[src/rtl/bit_serializer_piso_if.sv]
// Word-in / bit-out bus of the parallel-to-serial stage.
// The upstream word source uses the master view.
// The serializer uses the slave view.
interface bit_serializer_piso_if #(
   parameter int unsigned WIDTH = 8
);
   logic [WIDTH-1:0] din;
   logic             din_valid;
   logic             din_ready;
   logic             x;
   logic             x_valid;
   logic             busy;
   logic [15:0]      word_cnt;

   modport master (
      output din, din_valid,
      input  din_ready, x, x_valid, busy, word_cnt
   );

   modport slave (
      input  din, din_valid,
      output din_ready, x, x_valid, busy, word_cnt
   );
endinterface

[src/rtl/bit_serializer_piso.sv]
// Parallel-in / serial-out stage feeding the 1101 sequence detector.
// It accepts WIDTH-bit words over valid/ready and shifts them out one bit per clock.
// A one-word holding register keeps back-to-back words gap-free.
// x, x_valid and busy are registered, so din/din_valid never reach them combinationally.
module bit_serializer_piso #(
   parameter int unsigned WIDTH      = 8,
   parameter bit          MSB_FIRST  = 1'b1,
   parameter bit          IDLE_LEVEL = 1'b0
) (
   input  logic                 clk,
   input  logic                 reset,
   bit_serializer_piso_if.slave bus
);

   localparam int unsigned   CW       = $clog2(WIDTH);
   localparam logic [CW-1:0] LAST_BIT = CW'(WIDTH - 1);

   typedef enum logic {
      IDLE,
      SHIFT
   } state_t;

   state_t           state;
   logic [WIDTH-1:0] shreg;
   logic [WIDTH-1:0] hold_reg;
   logic             hold_full;
   logic [CW-1:0]    bit_cnt;
   logic             x_q;
   logic             x_valid_q;
   logic             busy_q;
   logic [15:0]      word_cnt_q;

   logic             accept;
   logic [WIDTH-1:0] shifted;

   // Bit presented on x while a given word occupies the shift register.
   function automatic logic out_bit(input logic [WIDTH-1:0] w);
      return MSB_FIRST ? w[WIDTH-1] : w[0];
   endfunction

   // Ready depends only on registered state, never on din_valid.
   assign bus.din_ready = !hold_full;
   assign accept        = bus.din_valid && !hold_full;

   assign bus.x         = x_q;
   assign bus.x_valid   = x_valid_q;
   assign bus.busy      = busy_q;
   assign bus.word_cnt  = word_cnt_q;

   // Shift register advanced by one bit toward the output end.
   always_comb begin
      shifted = shreg;
      if (MSB_FIRST) begin
         shifted = {shreg[WIDTH-2:0], 1'b0};
      end else begin
         shifted = {1'b0, shreg[WIDTH-1:1]};
      end
   end

   // Control FSM.
   // It also handles the shift/hold datapath and the registered outputs.
   // x is loaded with the bit of the word that becomes current at this edge.
   always_ff @(posedge clk or negedge reset) begin
      if (!reset) begin
         state      <= IDLE;
         shreg      <= '0;
         hold_reg   <= '0;
         hold_full  <= 1'b0;
         bit_cnt    <= '0;
         x_q        <= IDLE_LEVEL;
         x_valid_q  <= 1'b0;
         busy_q     <= 1'b0;
         word_cnt_q <= '0;
      end else begin
         case (state)
            IDLE: begin
               if (accept) begin
                  shreg     <= bus.din;
                  bit_cnt   <= '0;
                  state     <= SHIFT;
                  x_q       <= out_bit(bus.din);
                  x_valid_q <= 1'b1;
                  busy_q    <= 1'b1;
               end else begin
                  x_q       <= IDLE_LEVEL;
                  x_valid_q <= 1'b0;
                  busy_q    <= 1'b0;
               end
            end

            SHIFT: begin
               if (bit_cnt == LAST_BIT) begin
                  word_cnt_q <= word_cnt_q + 16'd1;
                  bit_cnt    <= '0;
                  if (hold_full) begin
                     shreg     <= hold_reg;
                     hold_full <= 1'b0;
                     x_q       <= out_bit(hold_reg);
                     x_valid_q <= 1'b1;
                     busy_q    <= 1'b1;
                  end else if (accept) begin
                     shreg     <= bus.din;
                     x_q       <= out_bit(bus.din);
                     x_valid_q <= 1'b1;
                     busy_q    <= 1'b1;
                  end else begin
                     state     <= IDLE;
                     x_q       <= IDLE_LEVEL;
                     x_valid_q <= 1'b0;
                     busy_q    <= 1'b0;
                  end
               end else begin
                  shreg     <= shifted;
                  bit_cnt   <= bit_cnt + CW'(1);
                  x_q       <= out_bit(shifted);
                  x_valid_q <= 1'b1;
                  busy_q    <= 1'b1;
                  if (accept) begin
                     hold_reg  <= bus.din;
                     hold_full <= 1'b1;
                  end
               end
            end

            default: begin
               state     <= IDLE;
               hold_full <= 1'b0;
               x_q       <= IDLE_LEVEL;
               x_valid_q <= 1'b0;
               busy_q    <= 1'b0;
            end
         endcase
      end
   end

   // Structural invariants between the FSM state and the registered outputs.
   a_hold_only_in_shift : assert property (@(posedge clk) disable iff (!reset)
      hold_full |-> (state == SHIFT));
   a_busy_matches_state : assert property (@(posedge clk) disable iff (!reset)
      busy_q == ((state == SHIFT) || hold_full));
   a_valid_matches_state : assert property (@(posedge clk) disable iff (!reset)
      x_valid_q == (state == SHIFT));
   a_x_tracks_shreg : assert property (@(posedge clk) disable iff (!reset)
      (state == SHIFT) |-> (x_q == out_bit(shreg)));
   a_idle_level : assert property (@(posedge clk) disable iff (!reset)
      (state == IDLE) |-> (x_q == IDLE_LEVEL));

endmodule
[src/flat_wrapper.sv]
// flat-port wrapper written by rule: the top's interface ports become plain ports
module bit_serializer_piso_flat 
#(
   parameter int unsigned WIDTH      = 8,
   parameter bit          MSB_FIRST  = 1'b1,
   parameter bit          IDLE_LEVEL = 1'b0
)
  (clk, reset, bus_din, bus_din_valid, bus_din_ready, bus_x, bus_x_valid, bus_busy, bus_word_cnt);
  bit_serializer_piso_if #(.WIDTH(WIDTH)) bus_i ();
  input  logic clk;
  input  logic reset;
  input wire logic [$bits(bus_i.din)-1:0] bus_din;
  input wire logic [$bits(bus_i.din_valid)-1:0] bus_din_valid;
  output wire logic [$bits(bus_i.din_ready)-1:0] bus_din_ready;
  output wire logic [$bits(bus_i.x)-1:0] bus_x;
  output wire logic [$bits(bus_i.x_valid)-1:0] bus_x_valid;
  output wire logic [$bits(bus_i.busy)-1:0] bus_busy;
  output wire logic [$bits(bus_i.word_cnt)-1:0] bus_word_cnt;
  assign bus_i.din = bus_din;
  assign bus_i.din_valid = bus_din_valid;
  assign bus_din_ready = bus_i.din_ready;
  assign bus_x = bus_i.x;
  assign bus_x_valid = bus_i.x_valid;
  assign bus_busy = bus_i.busy;
  assign bus_word_cnt = bus_i.word_cnt;
  bit_serializer_piso #(.WIDTH(WIDTH), .MSB_FIRST(MSB_FIRST), .IDLE_LEVEL(IDLE_LEVEL)) u_core (.clk(clk), .reset(reset), .bus(bus_i));
endmodule
[config.mk]
export PLATFORM = sky130hd
export DESIGN_NAME = bit_serializer_piso_flat
export DESIGN_NICKNAME = d
export VERILOG_FILES = /design/src/rtl/bit_serializer_piso_if.sv /design/src/rtl/bit_serializer_piso.sv /design/src/flat_wrapper.sv
export SDC_FILE = /design/constraint.sdc
export NUM_CORES = 1
export LEC_CHECK = 0
export ABC_AREA = 1
export CORE_AREA = 2 2 50 76
export DETAILED_ROUTE_END_ITERATION = 8
export DIE_AREA = 0 0 52 78
export PLACE_DENSITY = 0.81
export SLEW_MARGIN = 20
export SYNTH_ARGS = -nofsm -noshare
export SYNTH_HDL_FRONTEND = slang
export SYNTH_SLANG_ARGS = --single-unit
[constraint.sdc]
create_clock -name clk -period 2.4 [get_ports clk]
set_input_delay 0.72 -clock clk [delete_from_list [all_inputs] [get_ports clk]]
set_output_delay 0.72 -clock clk [all_outputs]
set_load 0.005 [all_outputs]
* Word-level counts from Yosys, hierarchy flattened *
Cells that the tools add are included.

cells by class
  bitwise logic cells = 2
  multiplexer cells = 17
  reductions and logical operators = 6
  add/sub/neg operators = 2
  eq/ne operators = 2

operators with widths
  cell                   number
  $mux 8                 3
  $add 16x1->16 const B  1
  $pmux 8 s2             1
  $mux 1                 8
  $mux 3                 2
  $pmux 3 s2             1
  $pmux 1 s2             2
  $reduce_and 2->1       2
  $add 3x1->3 const B    1
  $eq 3x3->1 const B     1
  $reduce_and 3->1       1
  $ne 2x1->1 const B     1
  $not 1->1              2
  $reduce_bool 2->1      1
  $logic_and 1x1->1      1
  $logic_not 1->1        1

storage, ports and cells
  register bits after elaboration = 38
  output and inout port bits = 20
  word-level logic and storage cells = 36

* Longest topological paths before layout *
Gate-level depths: netlist (run 1).

  word-level depth = 6
  mapped depth = 10
  gate-level depth less buffers = 10

* Least setup slack after synthesis (run 1) *
Ideal clock, no wire load.

  path type = register to register
  start = register u_core.bit_cnt[0]
  end = register u_core.word_cnt_q[9], in the netlist u_core.bus.word_cnt[9]
  data arrival time = 1.341 ns
  data required time = 2.274 ns
  library setup time = 0.126 ns
  buffers on the path = 0
  path slack = 0.933 ns
  stages on the path, launching flop included = 9
  path through = dfrtp_1 ha_1 ha_1 nand2_4 inv_4 nand3b_4 nor2_8 nand2_2 xnor2_2

between the ends
  cells in the longest elaborated chain, start to end = 2

RTL lines
  what                        RTL line                    source
  from (decl)                 bit_serializer_piso.sv:27   logic [CW-1:0] bit_cnt;
  from (signal assigned)      bit_serializer_piso.sv:114  bit_cnt <= bit_cnt + CW'(1);
  $eq 3x3->1                  bit_serializer_piso.sv:92   if (bit_cnt == LAST_BIT) begin
  $reduce_and 2->1 (no line)  n/a
  to (signal assigned)        bit_serializer_piso.sv:93   word_cnt_q <= word_cnt_q + 16'd1;
  to (decl)                   bit_serializer_piso.sv:31   logic [15:0] word_cnt_q;

No other way between the ends.
A chain may end at the register's enable or synchronous reset.

==> qor.yml, run 1 <==
status: "complete, no violations"
r2r_slack_ps: 730
die_y_um: 78
antenna_cells: 0
cts.sinks: 37
design_area_sq_um: 2267
viasPerCell: 5.100
cts_tree: "built"
antenna_found_initial: 0
critical_path.startpoint_type: "flop"
die_x_um: 52
gp_congestion: 0.7742
ir_worst_vdd_mv: 0.6588
grt_max_degree: 38
syn_to_final_growth_pct: 22.27
drt-pass1-iter-count: 4
path_clk_slew_ps: 70
pre_cts_ws_ps: 259.3
synth_compound_area_share_pct: 8.839
post_cts_buffers: 0
layout.nets: 254
fin_skew_ps: 5.851
synth.avg_cell_area_sq_um: 9.045
postRouteWirelength_um: 3702
synth_warnings: 0
critPathKind: "flop to output pin"
drtIter0Drc: 40
drive_above_1_share_pct: 9.205
layout_commonest_cell: "nand2_1"
dpl.hpwl_um: 2718
grt_pass1_vias: 1514
path_buf_inv: 1
path_delay_family: "flip-flops"
synth_mux_area_share_pct: 1.822
rsz0062_at_grt: "false"
routed-via-count: 1433
hold_ws_ps: 500.5
synthCells: 205
finalSetupViolCount: 0
required_ps: 1680
grt_pass1_wl_um: 6568
max_freq_mhz: 462.6
place_area_sq_um: 2181
critical_path_peak_fanout: 10
synthXorXnorAreaFrac_pct: 5.128
fin_ws_ps: 238.5
synth_top_family_by_area: "simple AND/OR/NAND/NOR gates"
die_area_sq_um: 4056
clk_latency_ps: 290
finalHoldViolCount: 0
synth_nets: 220
rows: 26
start_util_pct: 55.34
largest_register_ffs: 16
clockBufferDepth: 2
cts_resized: 0
yosysSeqAreaShare_pct: 49.93
port_buffers: 30
maxSlewViolCount: 0
synthAdderAreaFrac_pct: 2.699
path_cells: "clkdlybuf4s50_1"
period_share_pct: 90.06
fillCellCount: 274
synth.distinct_cells: 32
drc: 0
ant_nets: 0
crit_path_top_delay_cell: "dfrtp_1"
p_leak_nw: 1.133
hold_buffers: 0
worstSetupEndpointType: "output pin"
final_cell_mix: "54 x nand2_1, 37 x dfrtp_1, 30 x clkdlybuf4s50_1"
root_buffer: "clkbuf_8"
maxCapViolCount: 0
wire_per_inst_um: 13.17
syn-cell-area_sq_um: 1854
synth-simple-area-share_pct: 22.94
timing.slew.headroom_pct: 69.09
period_minus_slack_ps: 2161
core_region_area_sq_um: 3351
h-tree-depth: 2
p_per_area_nw_per_um2: 974.3
cp.arrival_ps: 1440
fin_tns_setup_ps: 0
ys_ff_latch: 37
tightest_slew_ps: 463.6
overflow: 0
numCtsBuffers: 5
grtUsageTotal_pct: 22.00
critPathMaxStageDelay_ps: 580
top_level_ports: 31
hp-class: "flop to flop"
## report_power, final
| part | internal (mW) | switching, mW | total [mW] |
|---|---|---|---|
| Clock | 0.228 | 0.209 | 0.436 |
| Combinational | 0.368 | 0.405 | 0.772 |
| Sequential | 0.831 | 0.169 | 1.00 |
## cells by family after synthesis
group                      after synthesis
DFF                                     37
AOI/OAI and AO/OA                       24
muxes                                    3
and+or+nand+nor                         90
xor gates and xnor gates                10
adders and majority gates                4
buffers and inverters                   37
## synthesized netlist by cell type (all sizes together)
cell | count | area share (%)
a21oi | 1 | 0.27
a31oi | 2 | 0.67
a32o | 1 | 0.54
buf | 4 | 1.8
dfrtp | 37 | 50
ha | 4 | 2.7
inv | 33 | 6.8
mux2 | 3 | 1.8
nand2 | 58 | 13
nand3 | 10 | 3.0
nand3b | 1 | 1.1
nand4 | 2 | 0.67
nor2 | 17 | 4.9
nor3 | 2 | 0.54
o211ai | 5 | 2.0
o21ai | 9 | 2.6
o221ai | 5 | 2.4
o22ai | 1 | 0.34
xnor2 | 4 | 2.3
xor2 | 6 | 2.8
## metal layers
layer	vias up	track usage (%)	wire, um
met5	-	0	0
li1	714	-	-
met2	33	38.61	2003
met3	5	6.923	204
met1	681	22.68	1426
met4	0	10.53	68
## final timing paths
path	startpoint	endpoint	depth (start not counted)
setup / recovery	u_core.state	bus_busy	1
hold / removal	u_core.hold_reg[2]	u_core.hold_reg[2]	2
setup reg to reg	u_core.bit_cnt[0]	u_core.shreg[5]	7
hold reg to reg	u_core.hold_reg[2]	u_core.hold_reg[2]	2
max in group asynchronous	reset	u_core.bus.word_cnt[2]	2
min in group asynchronous	reset	u_core.hold_reg[5]	2
## through the flow
stage	utilization [%]	total power, mW	instances
2_1_floorplan	-	1.520	205
3_3_place_gp	65.09	1.741	274
3_5_place_dp	65.09	1.788	274
4_1_cts	67.66	2.228	281
5_1_grt	67.66	2.382	281
6_report	67.66	2.209	281
## layout make-up
class                   count  area (sq um)  area share, %
flip-flops and latches     37         925.9          40.84
multi-input cells         131         768.2          33.89
repair buffers             31         307.8          13.58
inverters                  33         126.4          5.574
clock buffers               7         86.33          3.808
well taps                  42         52.55          2.318
No activity file was read; power rests on OpenSTA's default activity.
==> run 2, diff against run 1 <==
--- a/config.mk
+++ b/config.mk
@@ -6,10 +6,12 @@
 export NUM_CORES = 1
 export LEC_CHECK = 0
 export ABC_AREA = 1
+export ABC_CLOCK_PERIOD_IN_PS = 2400
 export CORE_AREA = 2 2 50 76
 export DETAILED_ROUTE_END_ITERATION = 8
 export DIE_AREA = 0 0 52 78
 export PLACE_DENSITY = 0.81
+export SETUP_SLACK_MARGIN = 0.4
 export SLEW_MARGIN = 20
 export SYNTH_ARGS = -nofsm -noshare
 export SYNTH_HDL_FRONTEND = slang
==> qor.yml, run 2 (synthesis results as in run 1) <==
top_level_ports: 31  # unchanged
grt_pass1_wl_um: 6637  # +1.1%
grt_max_degree: 38  # unchanged
wl_met2_um: 2060  # +2.8%
path_buf_inv: 1  # unchanged
drc: 0  # unchanged
tightest_slew_ps: 461.6  # -1.992 ps
total_power_mw: 2.233  # +1.1%
finalHoldViolCount: 0  # unchanged
hold_buffers: 0  # unchanged
maxSlewViolCount: 0  # unchanged
place_area_sq_um: 2181  # unchanged
placed_cells: 274  # unchanged
die_x_um: 52  # unchanged
start_util_pct: 55.34  # unchanged
h-tree-depth: 2  # unchanged
cp.arrival_ps: 1240  # -200 ps
clockBufferDepth: 2  # unchanged
grtUsageTotal_pct: 22.18  # +0.18 points
critical_path_peak_fanout: 4  # -6
numCtsBuffers: 5  # unchanged
max_freq_mhz: 510.9  # +10%
root_buffer: "clkbuf_8"
rows: 26  # unchanged
rsz0062_at_grt: "false"
core_region_area_sq_um: 3351  # unchanged
wl_met1_um: 1443  # +1.2%
wire_per_inst_um: 13.21  # +0.24%
ir_worst_vdd_mv: 0.6082  # -7.7%
drt-pass1-iter-count: 4  # unchanged
drive_above_1_share_pct: 13.52  # +4.3 points
dpl.hpwl_um: 2718  # unchanged
path_clk_slew_ps: 70  # about the same
hp-class: "flop to flop"
overflow: 0  # unchanged
status: "complete, no violations"
period_share_pct: 81.56  # -8.5 points
design_area_sq_um: 2311  # +1.9%
critPathKind: "flop to output pin"
fin_skew_ps: 5.598  # -0.2530 ps
path_delay_family: "buffers and inverters"
gp_congestion: 0.7742  # unchanged
drtIter0Drc: 39  # -2.5%
p_leak_nw: 1.154  # +1.9%
postRouteWirelength_um: 3777  # +2.0%
clk_latency_ps: 290  # about the same
finalNonFillerCells: 286  # +1.8%
wl_met3_um: 205  # +0.49%
ant_nets: 0  # unchanged
layout_commonest_cell: "nand2_1"
cts.sinks: 37  # unchanged
grt_pass1_vias: 1524  # +0.66%
die_area_sq_um: 4056  # unchanged
path_cells: "clkdlybuf4s50_1"
port_buffers: 30  # unchanged
critPathMaxStageDelay_ps: 530  # -50 ps
finalSetupViolCount: 0  # unchanged
final_cell_mix: "54 x nand2_1, 31 x dfrtp_1, 29 x inv_1, 29 x clkdlybuf4s50_1, 14 x nor2_1"
routed-via-count: 1453  # +1.4%
viasPerCell: 5.080  # -0.38%
antenna_cells: 0  # unchanged
largest_register_ffs: 16  # unchanged
fin_tns_setup_ps: 0  # unchanged
antenna_found_initial: 0  # unchanged
required_ps: 1680  # about the same
worstSetupEndpointType: "output pin"
top_layer: "met4"
timing.slew.headroom_pct: 69.22  # +0.13 points
fillCellCount: 274  # unchanged
cts_tree: "built"
syn_to_final_growth_pct: 24.63
maxCapViolCount: 0  # unchanged
period_minus_slack_ps: 1957  # -204.1 ps
p_per_area_nw_per_um2: 966.2  # -0.83%
die_y_um: 78  # unchanged
hold_ws_ps: 500.3  # -0.1720 ps
crit_path_top_delay_cell: "clkdlybuf4s50_1"
critical_path.startpoint_type: "flop"
layout.nets: 259  # +2.0%
[run 2: changes by cell type in the layout (fill, tap and decap cells not counted), sizes merged]
cell	previous run	this run
dlygate4sd2	0	1
buf	1	6
clkdlybuf4s50	30	29
[run 2: final timing paths]
check | start | end | slack (ps) | cells after the start
min in group asynchronous | reset | u_core.hold_reg[5] | 850 | 2
min reg2reg | u_core.hold_reg[2] | u_core.hold_reg[2] | 500 | 2
max | u_core.bus.word_cnt[6] | bus_word_cnt[6] | 440 | 1
max in group asynchronous | reset | u_core.bus.word_cnt[0] | 1190 | 2
max reg2reg | u_core.bit_cnt[0] | u_core.shreg[5] | 730 | 7
min | u_core.hold_reg[2] | u_core.hold_reg[2] | 500 | 2
[run 2: power breakdown]
part           switching [mW]  internal (mW)  leakage [nW]
combinational           0.439          0.384         0.649
sequential              0.139          0.836         0.461
clock                   0.208          0.228        0.0443
[run 2: per-stage QoR]
step | worst slack, ps | util, %
5_1_grt | 404.3 | 68.97
4_1_cts | 409.0 | 68.19
2_1_floorplan | 932.9 | -
6_report | 442.6 | 68.97
3_5_place_dp | 259.3 | 65.09
3_3_place_gp | 306.6 | 65.09
[run 2: routing by layer]
metal	vias to the layer above	global-route usage [%]
li1	724	-
met1	691	22.62
met2	33	39.24
met3	5	6.923
met4	0	10.53
met5	-	0
[run 2: final cells by class]
type	instances	area (sq um)	area share (%)
Clock buffer	7	86.33	3.736
Inverter	33	126.4	5.468
Multi-Input combinational cell	131	768.2	33.24
Sequential cell	37	933.4	40.39
Tap cell	42	52.55	2.274
Timing Repair Buffer	36	344.1	14.89
[run 2: timing repair]
item	in CTS	in global routing
setup endpoints to repair	4	5
resized for setup	4	3
buffers inserted	2	3
